**src/rtl/addend_packer_pkg.sv**
```systemverilog
// Shared definitions for the adder unit: packer FSM states and the lane-count width helper.
package addend_packer_pkg;

   typedef enum logic [1:0] {
      ST_FILL = 2'd0,
      ST_SUM  = 2'd1,
      ST_HOLD = 2'd2
   } packer_state_e;

   // Bits needed to hold a lane count from 0 to length inclusive.
   function automatic int count_width(input int length);
      return $clog2(length + 1);
   endfunction

endpackage

```
**src/rtl/addend_packer_adder_tree.sv**
```systemverilog
// Balanced combinational adder tree: sign-extends LENGTH lanes to OUT_WIDTH and reduces them pairwise.
module AdderTree #(
   parameter int DATA_WIDTH = 32,
   parameter int LENGTH     = 8,
   parameter int OUT_WIDTH  = DATA_WIDTH + $clog2(LENGTH)
) (
   input  logic [LENGTH*DATA_WIDTH-1:0] data_i,
   output logic signed [OUT_WIDTH-1:0]  sum_o
);

   localparam int LEVELS = $clog2(LENGTH);
   localparam int NLEAF  = 1 << LEVELS;

   genvar gi, gj;
   generate
      for (gi = 0; gi <= LEVELS; gi++) begin : lvl_g
         localparam int N = NLEAF >> gi;
         logic signed [OUT_WIDTH-1:0] node [N];
         for (gj = 0; gj < N; gj++) begin : node_g
            if (gi == 0) begin : leaf_g
               // Leaves beyond LENGTH pad the tree to a power of two and contribute zero.
               if (gj < LENGTH) begin : used_g
                  assign node[gj] = OUT_WIDTH'(signed'(data_i[gj*DATA_WIDTH +: DATA_WIDTH]));
               end else begin : pad_g
                  assign node[gj] = '0;
               end
            end else begin : add_g
               assign node[gj] = lvl_g[gi-1].node[2*gj] + lvl_g[gi-1].node[2*gj+1];
            end
         end
      end
   endgenerate

   assign sum_o = lvl_g[LEVELS].node[0];

endmodule

```
**src/rtl/addend_packer.sv**
```systemverilog
// Collects up to LENGTH signed addends into lanes, sums them in one SUM cycle and holds the result
// until the consumer takes it.
module addend_packer
   import addend_packer_pkg::*;
#(
   parameter int DATA_WIDTH = 32,
   parameter int LENGTH     = 8,
   parameter int OUT_WIDTH  = DATA_WIDTH + $clog2(LENGTH)
) (
   input  logic                          clk,
   input  logic                          rst_n,
   input  logic                          in_valid,
   output logic                          in_ready,
   input  logic [DATA_WIDTH-1:0]         in_data,
   input  logic                          in_last,
   output logic                          out_valid,
   input  logic                          out_ready,
   output logic [OUT_WIDTH-1:0]          out_sum,
   output logic [$clog2(LENGTH+1)-1:0]   out_count
);

   localparam int CW = count_width(LENGTH);

   packer_state_e                  state_q;
   logic [LENGTH*DATA_WIDTH-1:0]   lanes_q;
   logic [LENGTH*DATA_WIDTH-1:0]   lanes_d;
   logic [CW-1:0]                  idx_q;
   logic                           in_ready_q;
   logic                           out_valid_q;
   logic [OUT_WIDTH-1:0]           out_sum_q;
   logic [CW-1:0]                  out_count_q;
   logic signed [OUT_WIDTH-1:0]    tree_sum;
   logic                           accept;
   logic                           close_set;

   assign accept    = in_valid && in_ready_q;
   // A last-flagged addend in the final lane closes the set once, same as an unflagged one.
   assign close_set = accept && (in_last || (idx_q == CW'(LENGTH - 1)));

   genvar gi;
   generate
      for (gi = 0; gi < LENGTH; gi++) begin : lane_g
         assign lanes_d[gi*DATA_WIDTH +: DATA_WIDTH] =
            (accept && (idx_q == CW'(gi))) ? in_data : lanes_q[gi*DATA_WIDTH +: DATA_WIDTH];
      end
   endgenerate

   AdderTree #(
      .DATA_WIDTH (DATA_WIDTH),
      .LENGTH     (LENGTH),
      .OUT_WIDTH  (OUT_WIDTH)
   ) u_adder_tree (
      .data_i (lanes_q),
      .sum_o  (tree_sum)
   );

   always_ff @(posedge clk) begin
      if (!rst_n) begin
         state_q     <= ST_FILL;
         lanes_q     <= '0;
         idx_q       <= '0;
         in_ready_q  <= 1'b1;
         out_valid_q <= 1'b0;
         out_sum_q   <= '0;
         out_count_q <= '0;
      end else begin
         case (state_q)
            ST_FILL: begin
               if (accept) begin
                  lanes_q <= lanes_d;
                  idx_q   <= idx_q + CW'(1);
               end
               if (close_set) begin
                  state_q    <= ST_SUM;
                  in_ready_q <= 1'b0;
               end
            end
            ST_SUM: begin
               out_sum_q   <= tree_sum;
               out_count_q <= idx_q;
               out_valid_q <= 1'b1;
               state_q     <= ST_HOLD;
            end
            ST_HOLD: begin
               if (out_ready) begin
                  lanes_q     <= '0;
                  idx_q       <= '0;
                  out_valid_q <= 1'b0;
                  in_ready_q  <= 1'b1;
                  state_q     <= ST_FILL;
               end
            end
            default: begin
               state_q     <= ST_FILL;
               lanes_q     <= '0;
               idx_q       <= '0;
               in_ready_q  <= 1'b1;
               out_valid_q <= 1'b0;
            end
         endcase
      end
   end

   assign in_ready  = in_ready_q;
   assign out_valid = out_valid_q;
   assign out_sum   = out_sum_q;
   assign out_count = out_count_q;

endmodule

```
**config.mk**
```make
export PLATFORM = sky130hd
export DESIGN_NAME = addend_packer
export DESIGN_NICKNAME = d
export VERILOG_FILES = /design/src/rtl/addend_packer_pkg.sv /design/src/rtl/addend_packer_adder_tree.sv /design/src/rtl/addend_packer.sv
export SDC_FILE = /design/constraint.sdc
export NUM_CORES = 1
export LEC_CHECK = 0
export ABC_AREA = 1
export CAP_MARGIN = 10
export CORE_MARGIN = 1.5
export CORE_UTILIZATION = 50
export CTS_CLUSTER_DIAMETER = 80
export DETAILED_ROUTE_END_ITERATION = 8
export PLACE_DENSITY = 0.67
export REMOVE_ABC_BUFFERS = 1
export SYNTH_ARGS = -nofsm -noshare
export SYNTH_HDL_FRONTEND = slang
export SYNTH_HIERARCHICAL = 1
export SYNTH_SLANG_ARGS = --single-unit
```
**constraint.sdc**
```tcl
create_clock -name clk -period 5.7 [get_ports clk]
set_clock_uncertainty 0.1 [all_clocks]
set_input_delay 0.57 -clock clk [delete_from_list [all_inputs] [get_ports clk]]
set_output_delay 0.57 -clock clk [all_outputs]
set_load 0.005 [all_outputs]
```
== After elaboration in Yosys (flattened, before gate mapping) ==
Cells that the tools add are included.

* Latch bits: 0
* Logic and storage cells: 91
* Register bits: 303
* Output and inout bits: 41
* Bits in read-only memories: 0
* Memory bits (writable): 0
* Bits of input ports: 37
* Memories: 0

* Reductions and logical operators: 25
* Bitwise operators: 2
* Eq/ne operators: 20
* $add $sub $neg: 8
* Mux-type cells: 22
* Multipliers: 0
* Magnitude comparators: 0
* Divide/modulo/power cells: 0
* Shift operators: 0

{| class="wikitable"
|+ Operators by type and width
! kind !! number
|-
| one-hot mux 256 bit (3 select lines) || 1
|-
| 2-to-1 mux 256 bit || 2
|-
| 2-to-1 mux 32 bit || 8
|-
| adder 32 x 32 -> 33 bit || 4
|-
| adder 35 bit || 3
|-
| AND reduction 4 bit || 8
|-
| != test 2 bit (second input constant) || 11
|-
| equality test 4 x 3 -> 1 bit (second input constant) || 4
|-
| one-hot mux 4 bit (3 select lines) || 1
|-
| logical AND 1 bit || 10
|-
| equality test 4 x 2 -> 1 bit (second input constant) || 2
|-
| 2-to-1 mux 4 bit || 2
|-
| one-hot mux 1 bit (3 select lines) || 2
|-
| one-hot mux 2 bit (3 select lines) || 1
|-
| AND reduction 3 bit || 2
|-
| adder 4 x 1 -> 4 bit (second input constant) || 1
|-
| equality test 4 x 1 -> 1 bit (second input constant) || 1
|-
| logical NOT 4 bit || 1
|-
| 2-to-1 mux 2 bit || 2
|-
| AND reduction 2 bit || 2
|-
| 2-to-1 mux 1 bit || 3
|-
| equality test 2 x 1 -> 1 bit (second input constant) || 1
|-
| equality test 2 bit (second input constant) || 1
|-
| logical NOT 2 bit || 1
|-
| other kinds (2) || 3
|}

== Logic depth before layout (Yosys ltp) ==
Gate-level depths: netlist of run 1.

* Word-level depth: 5
* Gate-level depth with buffers: 22

== Modules after synthesis ==
The synthesis of run 1 kept the hierarchy.

{| class="wikitable"
|+ By module, submodules not included
! module !! cells an instance !! instances !! area an instance (sq um)
|-
| addend_packer || 1837 || 1 || 12294.3
|-
| AdderTree || 1124 || 1 || 7893.8
|}

== Least setup slack after synthesis of run 1 ==
Ideal clock, no wire load.

* Kind: flip-flop to flip-flop
* Start point: reg lanes_q[98]
* End point: reg out_sum_q[34] (netlist: out_sum[34])
* Period minus slack after synthesis: 4.150 ns
* Buffers on the path: 0
* Cell stages (with the launch flop): 23
* Slack: 1.550 ns
* Arrival time: 3.935 ns
* Cells stage by stage: dfxtp_1 inv_1 fa_1 inv_1 fa_1 fa_1 inv_1 fa_1 inv_1 ha_1 fa_1 nand2_1 nand2_1 nand3_1 nand2_2 nand2_1 nand2_2 nand2_1 nand2_1 nand2_1 nand2_1 o21ai_0 nor2_1

* Word-level cells in the longest chain between the ends: 3

{| class="wikitable"
|+ RTL lines
! item !! line !! source
|-
| start: declaration || addend_packer.sv:25 || <nowiki>logic [LENGTH*DATA_WIDTH-1:0] lanes_q;</nowiki>
|-
| start signal: assignment || addend_packer.sv:70 || <nowiki>lanes_q <= lanes_d;</nowiki>
|-
| adder 32 x 32 -> 33 bit || addend_packer_adder_tree.sv:28 || <nowiki>assign node[gj] = lvl_g[gi-1].node[2*gj] + lvl_g[gi-1].node[2*gj+1];</nowiki>
|-
| adder 35 bit (2 in a row) || addend_packer_adder_tree.sv:28 ||
|-
| named net tree_sum[34] || addend_packer.sv:32 || <nowiki>logic signed [OUT_WIDTH-1:0] tree_sum;</nowiki>
|-
| end signal: assignment || addend_packer.sv:79 || <nowiki>out_sum_q <= tree_sum;</nowiki>
|-
| end: declaration || addend_packer.sv:30 || <nowiki>logic [OUT_WIDTH-1:0] out_sum_q;</nowiki>
|}

The timed path passes the listed nets, and every way through them passes these cells.
A chain may end at the register's enable or synchronous reset.

== Worst setup path after layout of run 1 ==
* Start point: reg lanes_q[98]
* End point: reg out_sum_q[24] (netlist: out_sum[24])

The elaborated chain is that of the path after synthesis.

==> results of run 1 <==
[worst paths after layout]
path | startpoint | endpoint | slack, ns
worst max-delay path | lanes_q[98] | out_sum[24] | 1.18
worst min-delay path | lanes_q[223] | lanes_q[223] | 0.37
worst max register to register | lanes_q[98] | out_sum[24] | 1.18
worst min register to register | lanes_q[223] | lanes_q[223] | 0.37
[cell usage in the layout (no fill, tap or decap), drive strengths merged]
master / instances
a21o: 1
a21oi: 34
buf: 24
bufinv: 2
clkbuf: 56
clkdlybuf4s50: 76
clkinv: 11
clkinvlp: 2
dfxtp: 303
fa: 195
ha: 39
inv: 703
nand2: 669
nand3: 210
nand4: 3
nor2: 615
nor3: 5
o21ai: 52
o21bai: 1
or2: 1
xnor2: 4
xor2: 14
[cell usage after synthesis]
cell      instances  area share [%]
nand3_1         209             5.2
fa_1            195              19
a21oi_1          34            0.84
buf_2            48             1.2
inv_1           702              13
buf_4             3            0.11
nand3_2           1           0.050
inv_2             1           0.019
a21o_1            1           0.037
buf_1            12            0.22
nand4_1           3           0.093
dfxtp_1         303              30
nor2_2            3           0.093
xnor2_1           4            0.17
o21ai_1           4           0.099
nor2_4            3            0.17
o21bai_1          1           0.037
o21ai_0          45             1.1
or2_1             1           0.031
nand2_2          10            0.31
nor3_1            4           0.099
nor3_2            1           0.050
o21ai_2           3            0.13
nor2_1          609              11
nand2_1         659              12
ha_1             39             2.4
clkinv_1          2           0.037
clkbuf_1         47            0.87
xor2_1           14            0.61
[kinds of logic (layout without fill, tap and decap cells)]
group	after synthesis	count (layout)	share of synthesized area, %
simple gates	1503	1503	29.65
compound gates	88	88	2.262
buf+inv	815	874	15.51
flops	303	303	30.05
xor+xnor	18	18	0.7809
fa+ha+maj	234	234	21.75
[through the flow]
step	hold WS, ns	total power [uW]	TNS, ns	util [%]
after CTS	0.3732	11690	0	56.87
final	0.3693	11700	0	56.87
after global routing	0.3853	12780	0	56.87
after global placement	0.3489	9079	0	53.67
after floorplan	0.3403	7230	-98.68	-
after detailed placement	0.3593	9170	0	53.67
[final cells by class]
type	instances	area share (%)
clock inverters	13	0.6464
repair buffers	101	4.271
multi-input cells	1843	48.74
flip-flops and latches	303	26.78
inverters	705	11.69
clock buffers	55	4.972
well taps	525	2.901
[metal layers]
metal,track usage [%],share of wire [%],vias to the layer above
met1,37.23,44,8110
met4,8.640,2.8,0
li1,-,-,8543
met5,0,0,-
met3,3.842,6.0,96
met2,47.08,47,491
[where the power goes]
part / internal (uW) / total, uW / switching (uW)
Sequential: 2460 / 2650 / 195
Combinational: 2310 / 6580 / 4270
Clock: 1470 / 2470 / 998
Total: 6240 / 11700 / 5460
[sequential cells by signal (all words and copies together), names as in the netlist]
register	cells
out_count	4
state_q	2
in_ready	1
idx_q	4
out_valid	1
out_sum	35
lanes_q	256
[critical path: cells and delay by family (launching register included)]
| kind | cells | cell delay (ns) |
|---|---|---|
| AO/OA/AOI/OAI | 1 | 0.16 |
| adder cells (fa/ha/maj) | 6 | 2.77 |
| buffers and inverters | 4 | 0.21 |
| flip-flops | 1 | 0.33 |
| AND/OR/NAND/NOR | 11 | 0.86 |
==> flow_summary.yaml, run 1 <==
run_status:
  status: "complete, no violations"
setup_path:
  end_kind: "flip-flop"
  max_stage_delay_ns: 0.53
  path_max_fanout: 3
  cp_slowest_cell: "fa_1"
  crit_arrival_ns: 4.87
  start_kind: "flip-flop"
  crit_top_cell: "nand2_1"
  worstPathCellList: "inv_1 > fa_1 > inv_1 > fa_1 > fa_1 > inv_1 > fa_1 > inv_1 > ha_1 > fa_1 > nand2_1 > nand2_1 > nand3_1 > nand2_1 > nand2_1 > nand2_2 > nand2_1 > nand2_1 > nand2_1 > nand2_1 > o21ai_0 > nor2_1"
  required_ns: 6.05
  rr_worst_depth: 22
  crit_type: "reg -> reg"
min_path:
  hold_class: "reg -> reg"
  min_path_cells: 2
clocking:
  clkLatencyLatePin_ns: 0.57
  cts_resized: 0
  cts_max_level: 2
  cts_sinks: 303
  clock-root-buffer: "clkbuf_16"
  hold_buffers: 0
  numCtsBuffers: 38
  cts_tree: "done"
  post_cts.repair.setup_buffers: 0
  clkSlewWorstSetupHoldPaths_ns: 0.06
  clockBufferDepth: 3
timing:
  slew_headroom_pct: 20.81
  fmax_ghz: 0.2211
  worstMarginPinSlew_ns: 1.187
  setup_violations: 0
  slew_viol_final: 0
  finalHoldViolations: 0
  final.setup.worst_slack_ns: 1.176
  post-route-period-util_pct: 79.36
  period_needed_ns: 4.524
  rsz0062_at_grt: "false"
synthesis:
  netlist_area_um2: 20190
  yosys_warnings: 6
  ys_seq_area_share_pct: 30.05
  synth_cell_type_count: 29
  synth_cells: 2961
  synth.avg_cell_area_um2: 6.818
  ys_ff_latch: 303
die:
  die_w_um: 203.9
  die_area_um2: 41590
  ios: 78
  core_um2: 39820
  die_h_um: 203.9
  initial_core_util_pct: 50.69
  row_count: 73
finish:
  area_delta_synth_final_pct: 12.18
  insertedDiodeCount: 0
  post_route_cells_drive_above_1_share_pct: 3.841
  stdcell_count: 3545
  multi_input_comb_area_um2: 11040
  layout.nets: 3263
  seq_area_um2: 6066
  fill_cells: 3846
  fin_area_um2: 22650
route:
  ant_nets: 0
  wire_per_inst_um: 15.68
  drt-total-wl_mm: 55.57
  drtIter0Drc: 1058
  drc_errors: 0
  vias: 17240
  vias_per_cell: 4.863
  drt_first_pass_iters: 5
placed_design:
  dp_slack_ns: 1.188
  io_buffer_count: 77
  dpl.cell_count: 3477
  place_area_um2: 21370
  gp_congestion: 0.9236
  hpwlAfterDp_mm: 37.25
pwr:
  peakVddDrop_uv: 273.4
  power_density_nw_per_um2: 516.8
  power_leakage_uw: 0.01173
global_route:
  grt_usage_pct: 27.93
  grt_pass1_vias: 17311
  antenna_found_initial: 0
  grt_pass1_wl_mm: 90.28
  grt_max_degree: 121
  overflow: 0
job:
  maxCapViolCount: 0
No activity file was read; power rests on OpenSTA's default activity.
==> run 2, diff against run 1 <==
==> constraint.sdc (replaced) <==
create_clock -name clk -period 4.55 [get_ports clk]
set_clock_uncertainty 0.1 [all_clocks]
set_input_delay 0.455 -clock clk [delete_from_list [all_inputs] [get_ports clk]]
set_output_delay 0.455 -clock clk [all_outputs]
set_load 0.005 [all_outputs]
==> run 2 against run 1 <==
Net effect: sequential cell count unchanged; count of clock-buffer cells in the layout is 1 higher; die area did not move; critical path type unchanged.
==> flow_summary.yaml, run 2 (synthesis results as in run 1) <==
run_status:
  status: "complete, no violations"
global_route:
  overflow: 0
  grt_pass1_vias: 17057
  antenna_found_initial: 0
  grt_usage_pct: 28.37
  grt_max_degree: 123
  grt_pass1_wl_mm: 91.19
route:
  drt-total-wl_mm: 57.43
  wire_per_inst_um: 16.18
  vias_per_cell: 4.909
  drt_first_pass_iters: 5
  vias: 17421
  ant_nets: 0
  drc_errors: 0
  drtIter0Drc: 1303
pwr:
  combPwrFrac_pct: 57.9
  power_density_nw_per_um2: 652.3
  power_leakage_uw: 0.01174
  peakVddDrop_uv: 303.4
  power_switching_uw: 7035
  total_power_uw: 14780
  clkPwrFrac_pct: 19.6
  swShare_pct: 47.60
  p_int_uw: 7743
  seqPwrFrac_pct: 22.5
finish:
  seq_area_um2: 6067
  fin_area_um2: 22660
  fill_cells: 3848
  top_register: "lanes_q"
  stdcell_count: 3549
  insertedDiodeCount: 0
  final_common_cell: "inv_1"
  layout.nets: 3270
  largest_reg_flops: 256
  final_cell_mix: "702 x inv_1, 649 x nand2_1, 606 x nor2_1, 302 x dfxtp_1, 206 x nand3_1"
  post_route_cells_drive_above_1_share_pct: 4.497
  area_delta_synth_final_pct: 12.22
  multi_input_comb_area_um2: 11100
setup_path:
  start_kind: "flip-flop"
  end_kind: "flip-flop"
  required_ns: 4.90
  crit_arrival_ns: 4.78
  path_max_fanout: 4
  crit_type: "reg -> reg"
die:
  die_w_um: 203.9
  ios: 78
  die_h_um: 203.9
  row_count: 73
  initial_core_util_pct: 50.69
  core_um2: 39820
  die_area_um2: 41590
timing:
  slew_headroom_pct: 22.07
  period_needed_ns: 4.431
  finalHoldViolations: 0
  setup_violations: 0
  fmax_ghz: 0.2257
  fin_hold_ws_ns: 0.3671
  slew_viol_final: 0
  post-route-period-util_pct: 97.39
  worstMarginPinSlew_ns: 1.166
clocking:
  clkSlewWorstSetupHoldPaths_ns: 0.06
  hold_buffers: 0
  clkLatencyLatePin_ns: 0.57
  clock-root-buffer: "clkbuf_16"
  clockBufferDepth: 3
  cts_sinks: 303
  cts_tree: "done"
  cts_max_level: 2
  numCtsBuffers: 38
min_path:
  hold_class: "reg -> reg"
placed_design:
  io_buffer_count: 77
  hpwlAfterDp_mm: 38.32
  dpl.cell_count: 3483
  gp_congestion: 0.9576
  place_area_um2: 21410
job:
  maxCapViolCount: 0
[run 2: changes by cell type in the layout (fill, tap and decap cells not counted), moves of 3 or more]
cell and change:
ha_2 +4, nand3_2 +3, nand3_1 -3, o21ai_0 -7, nand2_2 +6, nand2_1 -8
buf_4 +7, ha_1 -4, clkbuf_1 +3, o21ai_1 +7
[run 2: timing repair]
action,in CTS,in global routing
resized for setup,0,31
buffers inserted,0,1
endpoints found under the setup margin,0,17
[run 2: critical path, cell delays in order, from the launching register on]
cell and delay (ns):
dfxtp_1 0.34, inv_1 0.07, fa_1 0.57, inv_1 0.07, fa_1 0.52, fa_1 0.50, inv_1 0.05, fa_1 0.48
inv_1 0.04, ha_1 0.40, nand2_1 0.14, nor2_1 0.29, nand2_1 0.20, nor2_1 0.13, nand2_1 0.07, nand3_1 0.07
nand2_1 0.07, o21ai_0 0.16, nor2_1 0.05
[run 2: layout make-up]
| type | instances | area share [%] |
|---|---|---|
| clock inverters | 9 | 0.2320 |
| repair buffers | 108 | 4.501 |
| inverters | 705 | 11.68 |
| clock buffers | 56 | 4.899 |
| well taps | 525 | 2.899 |
| multi-input cells | 1843 | 49.01 |
| flip-flops and latches | 303 | 26.78 |
[run 2: per-stage QoR]
step / util [%] / worst slack (ns) / setup TNS [ns]
6_report: 56.89 / 0.1185 / 0
5_1_grt: 56.89 / -0.01235 / -0.02777
4_1_cts: 56.67 / 0.08681 / 0
3_5_place_dp: 53.75 / 0.1118 / 0
3_3_place_gp: 53.75 / 0.1195 / 0
2_1_floorplan: - / -2.296 / -284.79
[run 2: path summary, 6_finish.rpt]
check	from	endpoint	slack, ns	cells past startpoint
setup / recovery	lanes_q[114]	out_sum[29]	0.12	18
hold / removal	lanes_q[209]	lanes_q[209]	0.37	2
setup reg to reg	lanes_q[114]	out_sum[29]	0.12	18
hold reg to reg	lanes_q[209]	lanes_q[209]	0.37	2
[run 2: power groups by stage]
stage / Clock [uW] / Sequential, uW / Combinational [uW]
after floorplan: 0 / 3320 / 5740
after global placement: 0 / 3360 / 8150
after detailed placement: 0 / 3380 / 8240
after CTS: 2950 / 3320 / 8330
after global routing: 3050 / 3370 / 9640
final: 2900 / 3320 / 8560
[run 2: per-layer routing]
layer	GRT usage, %	up-vias	share of wire, %
met1	38.11	8170	44
li1	-	8554	-
met2	46.55	577	45
met3	4.066	120	7.2
met4	10.37	0	3.5
met5	0	-	0
==> run 3, diff against run 2 <==
--- a/config.mk
+++ b/config.mk
@@ -13,6 +13,7 @@
 export DETAILED_ROUTE_END_ITERATION = 8
 export PLACE_DENSITY = 0.67
 export REMOVE_ABC_BUFFERS = 1
+export SKIP_LAST_GASP = 1
 export SYNTH_ARGS = -nofsm -noshare
 export SYNTH_HDL_FRONTEND = slang
 export SYNTH_HIERARCHICAL = 1
==> run 3 against run 2 <==
Net effect: combinational power barely moved; register-to-register slack barely moved; sequential share of layout area barely moved; wire length barely moved; utilization barely moved; non-clock buffer count did not move; largest power group unchanged.
==> flow_summary.yaml, run 3 (synthesis results as in run 1) <==
run_status:
  status: "complete, no violations"
setup_path:
  max_stage_delay_ns: 0.57
  crit_arrival_ns: 4.77
  end_kind: "flip-flop"
  cp_slowest_cell: "fa_1"
  start_kind: "flip-flop"
  critPathTopFamily: "adder cells"
  required_ns: 4.90
  crit_type: "reg -> reg"
  worstPathCellList: "inv_1 > fa_1 > inv_1 > fa_1 > fa_1 > inv_1 > fa_1 > inv_1 > ha_1 > nand2_1 > nor2_1 > nand2_1 > nor2_1 > nand2_1 > nand3_1 > nand2_1 > o21ai_0 > nor2_1"
  path_max_fanout: 4
  crit_buf_inv: 4
timing:
  fmax_ghz: 0.2263
  setup_tns_ns: 0
  worstMarginPinSlew_ns: 1.182
  period_needed_ns: 4.419
  finalHoldViolations: 0
  rsz0062_at_grt: "true"
  setup_violations: 0
  slew_headroom_pct: 21.02
  post-route-period-util_pct: 97.13
  slew_viol_final: 0
  final.setup.worst_slack_ns: 0.1307
finish:
  final_common_cell: "inv_1"
  layout.nets: 3270
  area_delta_synth_final_pct: 12.18
  top_register: "lanes_q"
  seq_area_um2: 6066
  insertedDiodeCount: 0
  post_route_cells_drive_above_1_share_pct: 4.431
  fill_cells: 3846
  final_cell_mix: "702 x inv_1, 649 x nand2_1, 606 x nor2_1, 303 x dfxtp_1, 206 x nand3_1"
  largest_reg_flops: 256
  multi_input_comb_area_um2: 11100
global_route:
  overflow: 0
  grt_pass1_vias: 17057
  grt_util_met1_pct: 38.11
  grt_usage_pct: 28.37
  gr-max-usage-layer: "met2"
  antenna_found_initial: 0
  met2_usage_pct: 46.55
  grt_max_degree: 123
  grt_pass1_wl_mm: 91.19
  use_met3_pct: 4.066
route:
  ant_nets: 0
  vias_per_cell: 4.910
  drc_errors: 0
  drt-total-wl_mm: 57.47
  drtIter0Drc: 1298
  vias: 17425
  drt_first_pass_iters: 5
  wire_per_inst_um: 16.19
die:
  die_w_um: 203.9
  ios: 78
  row_count: 73
  die_h_um: 203.9
  die_area_um2: 41590
  core_um2: 39820
  initial_core_util_pct: 50.69
placed_design:
  io_buffer_count: 77
  gp_congestion: 0.9576
  hpwlAfterDp_mm: 38.32
  dp_slack_ns: 0.1118
clocking:
  cts_max_level: 2
  clkLatencyLatePin_ns: 0.57
  clock-root-buffer: "clkbuf_16"
  numCtsBuffers: 38
  cts_sinks: 303
  clockBufferDepth: 3
  cts_tree: "done"
  clkSlewWorstSetupHoldPaths_ns: 0.06
pwr:
  peakVddDrop_uv: 302.0
  power_leakage_uw: 0.01174
  power_density_nw_per_um2: 651.6
min_path:
  hold_class: "reg -> reg"
job:
  maxCapViolCount: 0
[run 3: cell counts in the layout (fill, tap and decap cells not counted)]
Identical to the previous run, type by type.
[run 3: through the flow]
| step | util, % | hold slack, ns | cells | total power, uW | instance area (um^2) |
|---|---|---|---|---|---|
| finish | 56.87 | 0.3673 | 3549 | 14760 | 22650 |
| global route | 56.87 | 0.3894 | 3549 | 16040 | 22650 |
| CTS | 56.67 | 0.3715 | 3548 | 14600 | 22570 |
| detailed placement | 53.75 | 0.3580 | 3483 | 11620 | 21410 |
| global placement | 53.75 | 0.3487 | 3483 | 11510 | 21410 |
| floorplan | - | 0.3403 | 2851 | 9058 | 19700 |
[run 3: final timing paths]
| check | startpoint | to | slack (ns) | cells after the start |
|---|---|---|---|---|
| max | lanes_q[114] | out_sum[29] | 0.13 | 18 |
| min | lanes_q[209] | lanes_q[209] | 0.37 | 2 |
| max reg2reg | lanes_q[114] | out_sum[29] | 0.13 | 18 |
| min reg2reg | lanes_q[209] | lanes_q[209] | 0.37 | 2 |
[run 3: cell type report]
| type | instances | share of cell area (%) |
|---|---|---|
| multi-input combinational | 1843 | 48.99 |
| clock buffer | 56 | 4.901 |
| inverter | 705 | 11.69 |
| sequential | 303 | 26.78 |
| timing repair buffer | 108 | 4.503 |
| tap | 525 | 2.901 |
| clock inverter | 9 | 0.2320 |
[run 3: per-layer routing]
layer / part of all wire, % / up-vias / wire, um
met5: 0 / - / 0
met2: 46 / 558 / 26200
met3: 6.9 / 112 / 3969
met4: 3.4 / 0 / 1946
met1: 44 / 8200 / 25350
li1: - / 8555 / -
[run 3: worst min-delay path, stage by stage (launching register included)]
cell     delay [ns]
dfxtp_1        0.32
nor2_1         0.05
nor2_1         0.07
[run 3: what timing repair did]
action,4_1_cts,5_1_grt
buffers inserted,0,1
hold buffers,0,0
gates resized for setup,0,29
endpoints found under the setup margin,0,17
[run 3: report_power, final]
group	internal, uW	total [uW]	leakage, uW	switching, uW
Combinational	2970	8540	0.00868	5570
Clock	1680	2900	0.000579	1210
Sequential	3080	3320	0.00247	240
Total	7730	14800	0.0117	7030
